File: config.mk
export PLATFORM = sky130hd
export DESIGN_NAME = cpu_ctrl_fsm
export DESIGN_NICKNAME = d
export VERILOG_FILES = /design/src/rtl/cpu_ctrl_fsm.sv
export SDC_FILE = /design/constraint.sdc
export NUM_CORES = 1
export LEC_CHECK = 0
export ABC_AREA = 1
export BUFFER_PORTS_ARGS = -buffer_cell sky130_fd_sc_hd__clkbuf_2
export CAP_MARGIN = 30
export CORE_MARGIN = 8
export CORE_UTILIZATION = 40
export CTS_CLUSTER_SIZE = 12
export DETAILED_ROUTE_END_ITERATION = 16
export MAX_ROUTING_LAYER = met4
export PLACE_DENSITY = 0.67
export RECOVER_POWER = 25
export SLEW_MARGIN = 20
export SYNTH_ARGS = -nofsm -noshare
export SYNTH_HDL_FRONTEND = slang
export SYNTH_SLANG_ARGS = --single-unit
File: constraint.sdc
create_clock -name clk -period 2.4 [get_ports clk]
set_input_delay 0.36 -clock clk [delete_from_list [all_inputs] [get_ports clk]]
set_output_delay 0.36 -clock clk [all_outputs]
set_load 0.02 [all_outputs]
File: src/rtl/cpu_ctrl_fsm.sv
// Multi-cycle control sequencer for the 16-bit CPU: steps each instruction through
// FETCH/DECODE/EXEC/MEM/WB, owns the shared memory port and counts retired instructions.
module cpu_ctrl_fsm #(
  parameter int CNT_W = 16
) (
  input  logic             clk,
  input  logic             reset_n,
  input  logic             start,
  input  logic [15:0]      instr,
  input  logic             zero,
  input  logic             mem_ack,
  output logic             mem_req,
  output logic             mem_we,
  output logic             mem_sel,
  output logic             ir_we,
  output logic             pc_we,
  output logic [1:0]       pc_src,
  output logic             reg_we,
  output logic             wb_sel,
  output logic             alu_src,
  output logic [2:0]       alu_op,
  output logic             busy,
  output logic             halted,
  output logic             illegal,
  output logic [CNT_W-1:0] instr_count
);

  typedef enum logic [2:0] {
    S_IDLE   = 3'd0,
    S_FETCH  = 3'd1,
    S_DECODE = 3'd2,
    S_EXEC   = 3'd3,
    S_MEM    = 3'd4,
    S_WB     = 3'd5,
    S_HALT   = 3'd6
  } state_t;

  localparam logic [3:0] OP_R    = 4'h0;
  localparam logic [3:0] OP_ADDI = 4'h1;
  localparam logic [3:0] OP_LW   = 4'h2;
  localparam logic [3:0] OP_SW   = 4'h3;
  localparam logic [3:0] OP_BEQ  = 4'h4;
  localparam logic [3:0] OP_J    = 4'h5;
  localparam logic [3:0] OP_HALT = 4'hF;

  state_t           r_state;
  state_t           w_next_state;
  logic             w_retire;
  logic [CNT_W-1:0] r_instr_count;
  logic [3:0]       w_opcode;
  logic [2:0]       w_funct;
  logic             w_unused;

  assign w_opcode    = instr[15:12];
  assign w_funct     = instr[2:0];
  assign w_unused    = ^instr[11:3];
  assign instr_count = r_instr_count;

  // State and retired-instruction counter; the counter wraps naturally at 2^CNT_W.
  always_ff @(posedge clk or negedge reset_n) begin
    if (!reset_n) begin
      r_state       <= S_IDLE;
      r_instr_count <= {CNT_W{1'b0}};
    end else begin
      r_state <= w_next_state;
      if (w_retire) begin
        r_instr_count <= r_instr_count + {{(CNT_W-1){1'b0}}, 1'b1};
      end else begin
        r_instr_count <= r_instr_count;
      end
    end
  end

  // Next-state and control decode; every output defaults to 0 and is raised per state.
  always_comb begin
    w_next_state = r_state;
    w_retire     = 1'b0;
    mem_req      = 1'b0;
    mem_we       = 1'b0;
    mem_sel      = 1'b0;
    ir_we        = 1'b0;
    pc_we        = 1'b0;
    pc_src       = 2'b00;
    reg_we       = 1'b0;
    wb_sel       = 1'b0;
    alu_src      = 1'b0;
    alu_op       = 3'b000;
    illegal      = 1'b0;
    busy         = (r_state != S_IDLE) && (r_state != S_HALT);
    halted       = (r_state == S_HALT);
    case (r_state)
      S_IDLE: begin
        if (start) begin
          w_next_state = S_FETCH;
        end else begin
          w_next_state = S_IDLE;
        end
      end
      S_FETCH: begin
        mem_req = 1'b1;
        mem_sel = 1'b0;
        if (mem_ack) begin
          ir_we        = 1'b1;
          pc_we        = 1'b1;
          pc_src       = 2'b00;
          w_next_state = S_DECODE;
        end else begin
          w_next_state = S_FETCH;
        end
      end
      S_DECODE: begin
        w_next_state = S_EXEC;
      end
      S_EXEC: begin
        case (w_opcode)
          OP_R: begin
            alu_op       = w_funct;
            w_next_state = S_WB;
          end
          OP_ADDI: begin
            alu_src      = 1'b1;
            w_next_state = S_WB;
          end
          OP_LW, OP_SW: begin
            alu_src      = 1'b1;
            w_next_state = S_MEM;
          end
          OP_BEQ: begin
            alu_op       = 3'b001;
            pc_we        = zero;
            pc_src       = 2'b01;
            w_next_state = S_FETCH;
            w_retire     = 1'b1;
          end
          OP_J: begin
            pc_we        = 1'b1;
            pc_src       = 2'b10;
            w_next_state = S_FETCH;
            w_retire     = 1'b1;
          end
          OP_HALT: begin
            w_next_state = S_HALT;
            w_retire     = 1'b1;
          end
          default: begin
            // Undefined opcode retires as a NOP; the PC was already advanced in FETCH.
            illegal      = 1'b1;
            w_next_state = S_FETCH;
            w_retire     = 1'b1;
          end
        endcase
      end
      S_MEM: begin
        mem_req = 1'b1;
        mem_sel = 1'b1;
        mem_we  = (w_opcode == OP_SW);
        alu_src = 1'b1;
        if (!mem_ack) begin
          w_next_state = S_MEM;
        end else if (w_opcode == OP_LW) begin
          w_next_state = S_WB;
        end else begin
          w_next_state = S_FETCH;
          w_retire     = 1'b1;
        end
      end
      S_WB: begin
        reg_we  = 1'b1;
        wb_sel  = (w_opcode == OP_LW);
        alu_src = (w_opcode == OP_ADDI) || (w_opcode == OP_LW);
        if (w_opcode == OP_R) begin
          alu_op = w_funct;
        end else begin
          alu_op = 3'b000;
        end
        w_next_state = S_FETCH;
        w_retire     = 1'b1;
      end
      S_HALT: begin
        w_next_state = S_HALT;
      end
      default: begin
        w_next_state = S_IDLE;
      end
    endcase
  end

endmodule

# Word level (Yosys, flattened, before mapping)
# Cells that the tools add are included.
[totals]
ff_bits = 19
n_memories = 0
ramBits = 0
wordCells = 55
latch_bits = 0
romBits = 0
[classes]
shifts = 0
bitwise = 0
n_reduce_logical = 11
addsub = 1
eq_ne = 13
div_mod_pow = 0
muxes = 28
magnitude_cmp = 0
n_mul = 0
[ops]
columns = ["cell", "count"]
rows = [
  ["case mux 3 bit (7 select lines)", 1],
  ["adder 16 x 1 -> 16 bit, second input constant", 1],
  ["two-way mux 1 bit", 14],
  ["case mux 3 bit (2 select lines)", 2],
  ["== test 3 bit, second input constant", 3],
  ["two-way mux 3 bit", 3],
  ["case mux 3 bit (3 select lines)", 1],
  ["== test 4 x 2 -> 1 bit, second input constant", 2],
  ["== test 4 x 3 -> 1 bit, second input constant", 2],
  ["OR reduction 7 bit", 1],
  ["== test 3 x 2 -> 1 bit, second input constant", 2],
  ["case mux 1 bit (3 select lines)", 2],
  ["OR reduction 2 bit", 3],
  ["== test 4 x 1 -> 1 bit, second input constant", 1],
  ["== test 4 bit, second input constant", 1],
  ["zero test 4 bit", 1],
  ["two-way mux 2 bit", 2],
  ["case mux 1 bit (2 select lines)", 2],
  ["case mux 2 bit (2 select lines)", 1],
  ["OR reduction 4 bit", 1],
  ["== test 3 x 1 -> 1 bit, second input constant", 1],
  ["zero test 3 bit", 1],
  ["inequality test 3 bit, second input constant", 1],
  ["nonzero test 3 bit", 1],
  ["other kinds (3)", 3],
]

# Depth between registers and ports, before layout
# Gate-level depths: netlist of run 1.
[depth]
word_depth = 4
ltp_mapped = 9

# Least setup slack after synthesis of run 1
# No wires, ideal clock.
[synth_timing]
kind = "flip-flop to output port"
from = "register r_state[2]"
to = "output port alu_op[0]"
path_buffers = 0
arrival_ns = 1.429
setup_slack_ns = 0.611
path_stages_with_launch = 7
path_cell_list = "dfrtp_1 > inv_2 > nand3_1 > inv_1 > nand2_1 > nor2_1 > a31o_2"
[synth_via]
elab_chain_len = 2
word_cells_on_any_way = 3
[synth_lines]
columns = ["item", "line", "text"]
rows = [
  ["start: declaration", "46", "state_t r_state;"],
  ["start signal: assignment", "65", "r_state <= w_next_state;"],
  ["== test 3 bit / == test 3 x 2 -> 1 bit (equally long branches)", "91", "case (r_state)"],
  ["case mux 3 bit (2 select lines) *", "91", ""],
  ["end: declaration", "21", "output logic [2:0] alu_op,"],
]
# Every way passes the cells marked *; elsewhere a longest branch is shown, timed or not.

# Worst setup path after layout of run 1
# Same ends and word-level chain as after synthesis.

==> impl_metrics.py, run 1 <==
metrics = {
    "status": {
        "run_status": "finished clean",
    },
    "cts": {
        "cts_made_buffers": 3,
        "cts_htree_levels": 1,
        "clkSinkCount": 19,
        "clock_latency_on_the_worst_skew_pair_ps": 300,
        "clkSlewWorstSetupHoldPaths_ps": 110,
        "cts-hold-fix-buffers": 0,
        "cts-root-to-sink-buffers": 2,
        "post_cts_resize_count": 0,
        "postcts_setup_bufs": 0,
        "clock_tree_from_tritoncts": "built",
        "clock_tree.root_cell": "clkbuf_4",
    },
    "drt": {
        "totalWireLength_um": 3390,
        "wl_per_cell_um": 11.3,
        "met3_length_um": 127,
        "final_antenna_net_count": 0,
        "highest_layer": "met4",
        "detailroute.via_count": 1444,
        "drc_errors": 0,
        "router_iterations_before_antenna_repair": 4,
        "routedLengthMet1_um": 1620,
        "met2WireLength_um": 1600,
        "drt_iter0_markers": 72,
        "viasPerCell": 4.81,
    },
    "timing": {
        "rsz0062_at_grt": "no",
        "achievable-frequency_mhz": 485,
        "maxSlewViolCount": 0,
        "timing.final.crit_period_ps": 2060,
        "worst_slew_pin_slew_ps": 1050,
        "setup_tns_ps": 0,
        "report.final.setup_viol": 0,
        "fin_worst_skew_ps": 7.87,
        "period_share": 0.859,
        "timing.final.hold_violations": 0,
        "max_slew_margin": 0.299,
    },
    "power": {
        "vdd.ir_drop.worst_uv": 401,
        "p_per_area_nw_per_um2": 925,
        "reported_leakage_power_uw": 0.000845,
        "totalPowerFinal_uw": 1540,
    },
    "floorplan": {
        "floorplan_row_count": 21,
        "die-area_um2": 5610,
        "die-height_um": 74.9,
        "die_width_um": 74.9,
        "pin_count": 53,
        "initial_utilization": 0.416,
        "core-area_um2": 3340,
    },
    "finish": {
        "area_growth_syn_to_layout_pct": 19.6,
        "final_core_util": 0.497,
        "drive_above_1_share": 0.240,
        "fin_cells": 300,
        "post_layout_net_count": 277,
        "antennaDiodeCount": 0,
    },
    "setup_path": {
        "critPathLaunchType": "flip-flop",
        "worst_setup_path_end_kind": "output pin",
        "timing.setup.critical_path_class": "reg2out",
        "timing.critical_path.fanout_max": 6,
        "worstPathRequired_ps": 2040,
        "crit_arrival_ps": 1700,
    },
    "yosys": {
        "netlist_instances": 209,
        "synth_top_cells_by_count": "nand2_1 (74), nor2_1 (28), inv_1 (24), dfrtp_1 (19), nand3_1 (15)",
        "area_of_the_mapped_netlist_um2": 1390,
        "largest_family_of_logic_cells_by_synthesized_area": "simple AND/OR/NAND/NOR gates",
        "ys_async_sr_fraction": 1.00,
        "area_fraction_in_and_or_nand_and_nor_cells_after_synthesis": 0.459,
        "post-synth-top-count-cell": "nand2_1",
        "synth_compound_gate_area_share": 0.0685,
        "synth_top_cell_by_area": "dfrtp_1",
        "parity_gate_share_of_the_synthesized_area_counting_xor_and_xnor_cells": 0.0316,
        "ys_warn_count": 0,
        "ys_ff_latch": 19,
        "synth_flop_cell": "dfrtp_1",
        "area_contributors_post_synth": "dfrtp_1 (34%), nand2_1 (20%), nor2_1 (7.6%)",
        "synth-edff-count": 0,
        "part_of_the_yosys_area_used_for_sequential_elements": 0.343,
        "post_synth.cell_area_avg_um2": 6.64,
        "synth_top_area_share": 0.343,
        "postSynthNetCount": 231,
        "adder_cell_share_of_the_synthesized_area": 0.00902,
        "synth_cell_types": 27,
        "synthMuxAreaShare": 0,
    },
    "place": {
        "dp.cells": 296,
        "buffer_ports.inserted": 43,
        "detailed_place_hpwl_um": 2690,
        "gp_routability_congestion": 0.848,
    },
    "flow_run": {
        "cap_viol_max_count": 0,
    },
    "global_routing": {
        "vias_in_the_first_global_route": 1424,
        "grt_antenna_before_repair": 0,
        "grt_overflow_total": 0,
        "track_usage": 0.136,
        "grt_pass1_wl_um": 5950,
        "grt_start_max_net_pins": 28,
    },
    "min_path": {
        "class_of_the_most_critical_hold_timing_path": "in2async",
    },
}
placed cells by master (no fill, tap or decap):
cell type and instances:
nand2_2 1, nand2_4 1, nand2_1 74, nand3b_1 3
nor2_2 2, o21ai_2 5, inv_2 2, o21ai_1 2
or2_2 1, nor4_1 2, nor2_4 1, ha_1 1
clkbuf_1 2, nor3_1 4, a31o_2 1, xor2_1 5
nand4_1 8, nand3_2 1, dfrtp_1 19, clkbuf_2 42
a21oi_1 2, nor3_4 1, clkbuf_4 3, o21ai_0 3
o211ai_1 1, inv_1 24, nand3_1 15, nor2_1 28
critical path, cell delays in order (launching register included):
cell and delay, ps:
dfrtp_1 440, inv_2 130, nand3_1 180, inv_1 160
nand2_1 100, nor2_1 120, a31o_2 110, clkbuf_2 160
routing by layer:
metal | vias to the layer above | global-route usage
li1 | 760 | -
met1 | 643 | 0.163
met2 | 37 | 0.226
met3 | 4 | 0.0173
met4 | 0 | 0.0478
met5 | - | -
logic make-up (layout without fill, tap and decap cells):
| group | Yosys count | after routing |
|---|---|---|
| compound gates | 14 | 14 |
| xor+xnor | 5 | 5 |
| fa+ha+maj | 1 | 1 |
| buf+inv | 28 | 73 |
| flops | 19 | 19 |
| simple gates | 142 | 142 |
final timing paths:
| path | startpoint | slack, ps | depth (start not counted) | to |
|---|---|---|---|---|
| max reg2reg | r_state[2] | 740 | 8 | instr_count[15] |
| min reg2reg | instr_count[15] | 560 | 2 | instr_count[15] |
| max | r_state[2] | 340 | 7 | alu_op[0] |
| min in group clk | mem_ack | 360 | 3 | r_state[0] |
| max in group asynchronous | reset_n | 1550 | 1 | instr_count[4] |
| min | reset_n | 210 | 1 | instr_count[8] |
power by group:
part | total (µW) | internal, µW | switching (µW)
Clock | 165 | 64.8 | 101
Combinational | 799 | 263 | 536
Sequential | 571 | 422 | 148
Total | 1540 | 750 | 785
state kept, by name (all words and copies together) (netlist names):
register / count
instr_count: 16
r_state: 3
final cells by class:
| cell class | count | area, µm² |
|---|---|---|
| repair buffers | 43 | 214 |
| multi-input cells | 162 | 788 |
| clock buffers | 4 | 26.3 |
| inverters | 26 | 97.6 |
| flip-flops and latches | 19 | 475 |
| well taps | 46 | 57.6 |
| fillers | 358 | 1680 |
stage by stage:
step	setup WS, ps	instance area (µm²)	hold slack [ps]
after floorplan	611	1390	64.4
after global placement	642	1630	335
after detailed placement	663	1630	342
after CTS	318	1660	6.24
after global routing	118	1660	279
final	339	1660	212
Note: power is estimated with default switching activity, not from simulation.
==> run 2, diff against run 1 <==
--- a/config.mk
+++ b/config.mk
@@ -5,7 +5,6 @@
 export SDC_FILE = /design/constraint.sdc
 export NUM_CORES = 1
 export LEC_CHECK = 0
-export ABC_AREA = 1
 export BUFFER_PORTS_ARGS = -buffer_cell sky130_fd_sc_hd__clkbuf_2
 export CAP_MARGIN = 30
 export CORE_MARGIN = 8
@@ -13,7 +12,7 @@
 export CTS_CLUSTER_SIZE = 12
 export DETAILED_ROUTE_END_ITERATION = 16
 export MAX_ROUTING_LAYER = met4
-export PLACE_DENSITY = 0.67
+export PLACE_DENSITY = 0.73
 export RECOVER_POWER = 25
 export SLEW_MARGIN = 20
 export SYNTH_ARGS = -nofsm -noshare
==> constraint.sdc (replaced) <==
create_clock -name clk -period 1.7 [get_ports clk]
set_input_delay 0.255 -clock clk [delete_from_list [all_inputs] [get_ports clk]]
set_output_delay 0.255 -clock clk [all_outputs]
set_load 0.02 [all_outputs]
==> run 2 against run 1 <==
  * The flow now finishes with violations (negative setup slack)
  * Combinational power up 55%
  * Area after synthesis down 19%
  * Via count shrank 19%
  * Clock skew shrank 3.0 ps
  * Utilization rose by 14 points
  * Register-to-register slack worse by 760 ps
  * Synthesized cell count shrank 44%
  * Largest power group unchanged
==> impl_metrics.py, run 2 <==
metrics = {
    "yosys": {
        "synth_flop_cell": "dfrtp_1",
        "netlist_instances": 118,
        "synth_cell_types": 35,
        "synth_top_cells_by_count": "dfrtp_1 (19), nand4_1 (14), xnor2_1 (14), nor2_1 (12), nand2_1 (6)",
        "ys_warn_count": 0,
        "ys_ff_latch": 19,
        "postSynthNetCount": 140,
        "area_contributors_post_synth": "dfrtp_1 (42%), xnor2_1 (11%), nand4_1 (7.8%)",
        "post-synth-top-count-cell": "dfrtp_1",
        "area_of_the_mapped_netlist_um2": 1120,
        "synth_top_area_share": 0.423,
        "synth-edff-count": 0,
        "part_of_the_yosys_area_used_for_sequential_elements": 0.423,
        "ys_async_sr_fraction": 1.00,
        "post_synth.cell_area_avg_um2": 9.53,
        "synth_top_cell_by_area": "dfrtp_1",
    },
    "cts": {
        "cts-root-to-sink-buffers": 2,
        "cts_htree_levels": 1,
        "cts_made_buffers": 3,
        "clock_latency_on_the_worst_skew_pair_ps": 290,
        "clock_tree_from_tritoncts": "built",
        "clock_tree.root_cell": "clkbuf_4",
        "clkSlewWorstSetupHoldPaths_ps": 110,
        "clkSinkCount": 19,
    },
    "place": {
        "detailed_place_hpwl_um": 2320,
        "dpl_cell_area_um2": 1470,
        "buffer_ports.inserted": 43,
        "gp_routability_congestion": 0.858,
    },
    "floorplan": {
        "floorplan_row_count": 19,
        "initial_utilization": 0.415,
        "pin_count": 53,
        "core-area_um2": 2710,
        "die-height_um": 69.0,
        "die-area_um2": 4770,
        "die_width_um": 69.0,
    },
    "timing": {
        "report.final.setup_viol": 14,
        "achievable-frequency_mhz": 510,
        "setup_tns_ps": -1720,
        "max_slew_margin": 0.346,
        "maxSlewViolCount": 0,
        "rsz0062_at_grt": "yes",
        "timing.final.hold_violations": 0,
        "fin_worst_skew_ps": 4.86,
        "final_critical_path_setup_slack_ps": -259,
        "worst_slew_pin_slew_ps": 982,
        "timing.final.crit_period_ps": 1960,
        "period_share": 1.15,
    },
    "global_routing": {
        "met3_usage_grt": 0.0401,
        "track_usage": 0.142,
        "grt_util_met1": 0.158,
        "grt_antenna_before_repair": 0,
        "grt_overflow_total": 0,
        "met2_usage": 0.226,
        "grt_most_used_layer": "met2",
        "grt_pass1_wl_um": 5650,
        "vias_in_the_first_global_route": 1251,
        "grt_start_max_net_pins": 20,
    },
    "setup_path": {
        "worstPathRequired_ps": 1440,
        "cell_by_cell_listing_of_the_critical_path": "nor2_2 > nand2_2 > a2111oi_4 > and2_4 > clkbuf_8",
        "max_stage_delay_ps": 420,
        "crit_arrival_ps": 1700,
        "timing.setup.critical_path_class": "reg2out",
        "critPathLaunchType": "flip-flop",
        "cp.buffers_inverters": 1,
        "timing.critical_path.fanout_max": 3,
        "worst_setup_path_end_kind": "output pin",
        "critical-path-slowest-cell": "dfrtp_1",
        "cp_top_family": "simple AND/OR/NAND/NOR gates",
    },
    "finish": {
        "antennaDiodeCount": 0,
        "final_core_util": 0.639,
        "final_area_um2": 1730,
        "fill_cells": 225,
        "final_common_cell": "clkbuf_2",
        "final_cell_mix": "clkbuf_2 (26), buf_4 (22), dfrtp_1 (19)",
        "area_growth_syn_to_layout_pct": 53.8,
        "multi_input_comb_area_um2": 719,
        "drive_above_1_share": 0.478,
        "sequential_area_um2": 475,
        "largest_register_ff_count": 16,
        "post_layout_net_count": 205,
    },
    "power": {
        "p_per_area_nw_per_um2": 1230,
        "vdd.ir_drop.worst_uv": 902,
        "reported_leakage_power_uw": 0.000828,
        "totalPowerFinal_uw": 2140,
    },
    "status": {
        "violations_in_the_final_reports": "negative setup slack",
        "run_status": "finished, violations left",
    },
    "drt": {
        "wl_per_cell_um": 16.2,
        "final_antenna_net_count": 0,
        "router_iterations_before_antenna_repair": 4,
        "detailroute.via_count": 1170,
        "totalWireLength_um": 3440,
        "drt_iter0_markers": 65,
        "viasPerCell": 5.49,
        "drc_errors": 0,
    },
    "min_path": {
        "class_of_the_most_critical_hold_timing_path": "in2reg",
    },
    "flow_run": {
        "cap_viol_max_count": 0,
    },
}
run 2: cell count changes in the layout (fill, tap and decap cells not counted), moves of 5 or more:
cell	delta
buf_6	+6
nand2_1	-71
xnor2_1	+14
inv_1	-19
clkbuf_2	-16
nor2_1	-19
o21ai_2	-5
nand4_1	+6
buf_4	+22
nand3_1	-12
run 2: metrics by stage:
step                      hold slack [ps]  instances  setup slack (ps)
final                                 348        213              -259
after global routing                  384        213              -357
after CTS                             337        212              -234
after detailed placement              224        202             -39.9
after global placement                216        202             -2.42
after floorplan                     -40.6        118             -15.6
run 2: cells by family (layout without fill, tap and decap cells):
group / Yosys count / in the layout / synth area share
AND/OR/NAND/NOR: 56 / 56 / 0.281
flip-flops: 19 / 19 / 0.423
multiplexers: 2 / 2 / 0.0189
AO/OA/AOI/OAI: 17 / 18 / 0.115
XOR/XNOR: 15 / 15 / 0.117
adder cells (fa/ha/maj): 1 / 1 / 0.0111
buffers and inverters: 8 / 71 / 0.0345
run 2: report_power, final:
group | leakage, µW | internal [µW] | switching (µW) | total [µW]
sequential | 0.000253 | 536 | 135 | 671
clock | 0.0000150 | 91.3 | 138 | 229
combinational | 0.000560 | 565 | 671 | 1240
total | 0.000828 | 1190 | 943 | 2140
run 2: final cells by class:
| class | instances | area share |
|---|---|---|
| clock buffers | 4 | 0.0152 |
| inverters | 5 | 0.0108 |
| multi-input cells | 92 | 0.416 |
| flip-flops and latches | 19 | 0.275 |
| well taps | 31 | 0.0224 |
| repair buffers | 62 | 0.261 |
run 2: worst register-to-register path: cells and delay by family (launching register included):
family / cells / cell delay, ps
AOI/OAI and AO/OA: 2 / 380
buffers and inverters: 2 / 260
DFF: 1 / 420
muxes: 1 / 380
and+or+nand+nor: 1 / 180
run 2: worst paths after layout:
path | startpoint | endpoint | slack, ps | cells past startpoint
min in group asynchronous | reset_n | instr_count[12] | 630 | 2
setup reg to reg | r_state[2] | instr_count[1] | -20 | 6
hold / removal | start | r_state[0] | 350 | 5
setup / recovery | r_state[2] | alu_op[1] | -260 | 5
max in group asynchronous | reset_n | instr_count[0] | 480 | 2
hold reg to reg | instr_count[15] | instr_count[15] | 480 | 1
run 2: repair_timing:
action                                  CTS  global route
hold buffers                              1             0
gates cloned                              1             0
endpoints found under the setup margin   10            24
endpoints found under the hold margin    19             0
resized for setup                        29            30
setup buffers                             4             3
pin swaps                                 8             4
run 2: per-layer routing:
metal / routed length (µm) / part of all wire / up-vias
met4: 82 / 0.024 / 0
li1: - / - / 559
met1: 1460 / 0.42 / 558
met5: 0 / 0 / -
met2: 1670 / 0.49 / 46
met3: 229 / 0.067 / 7
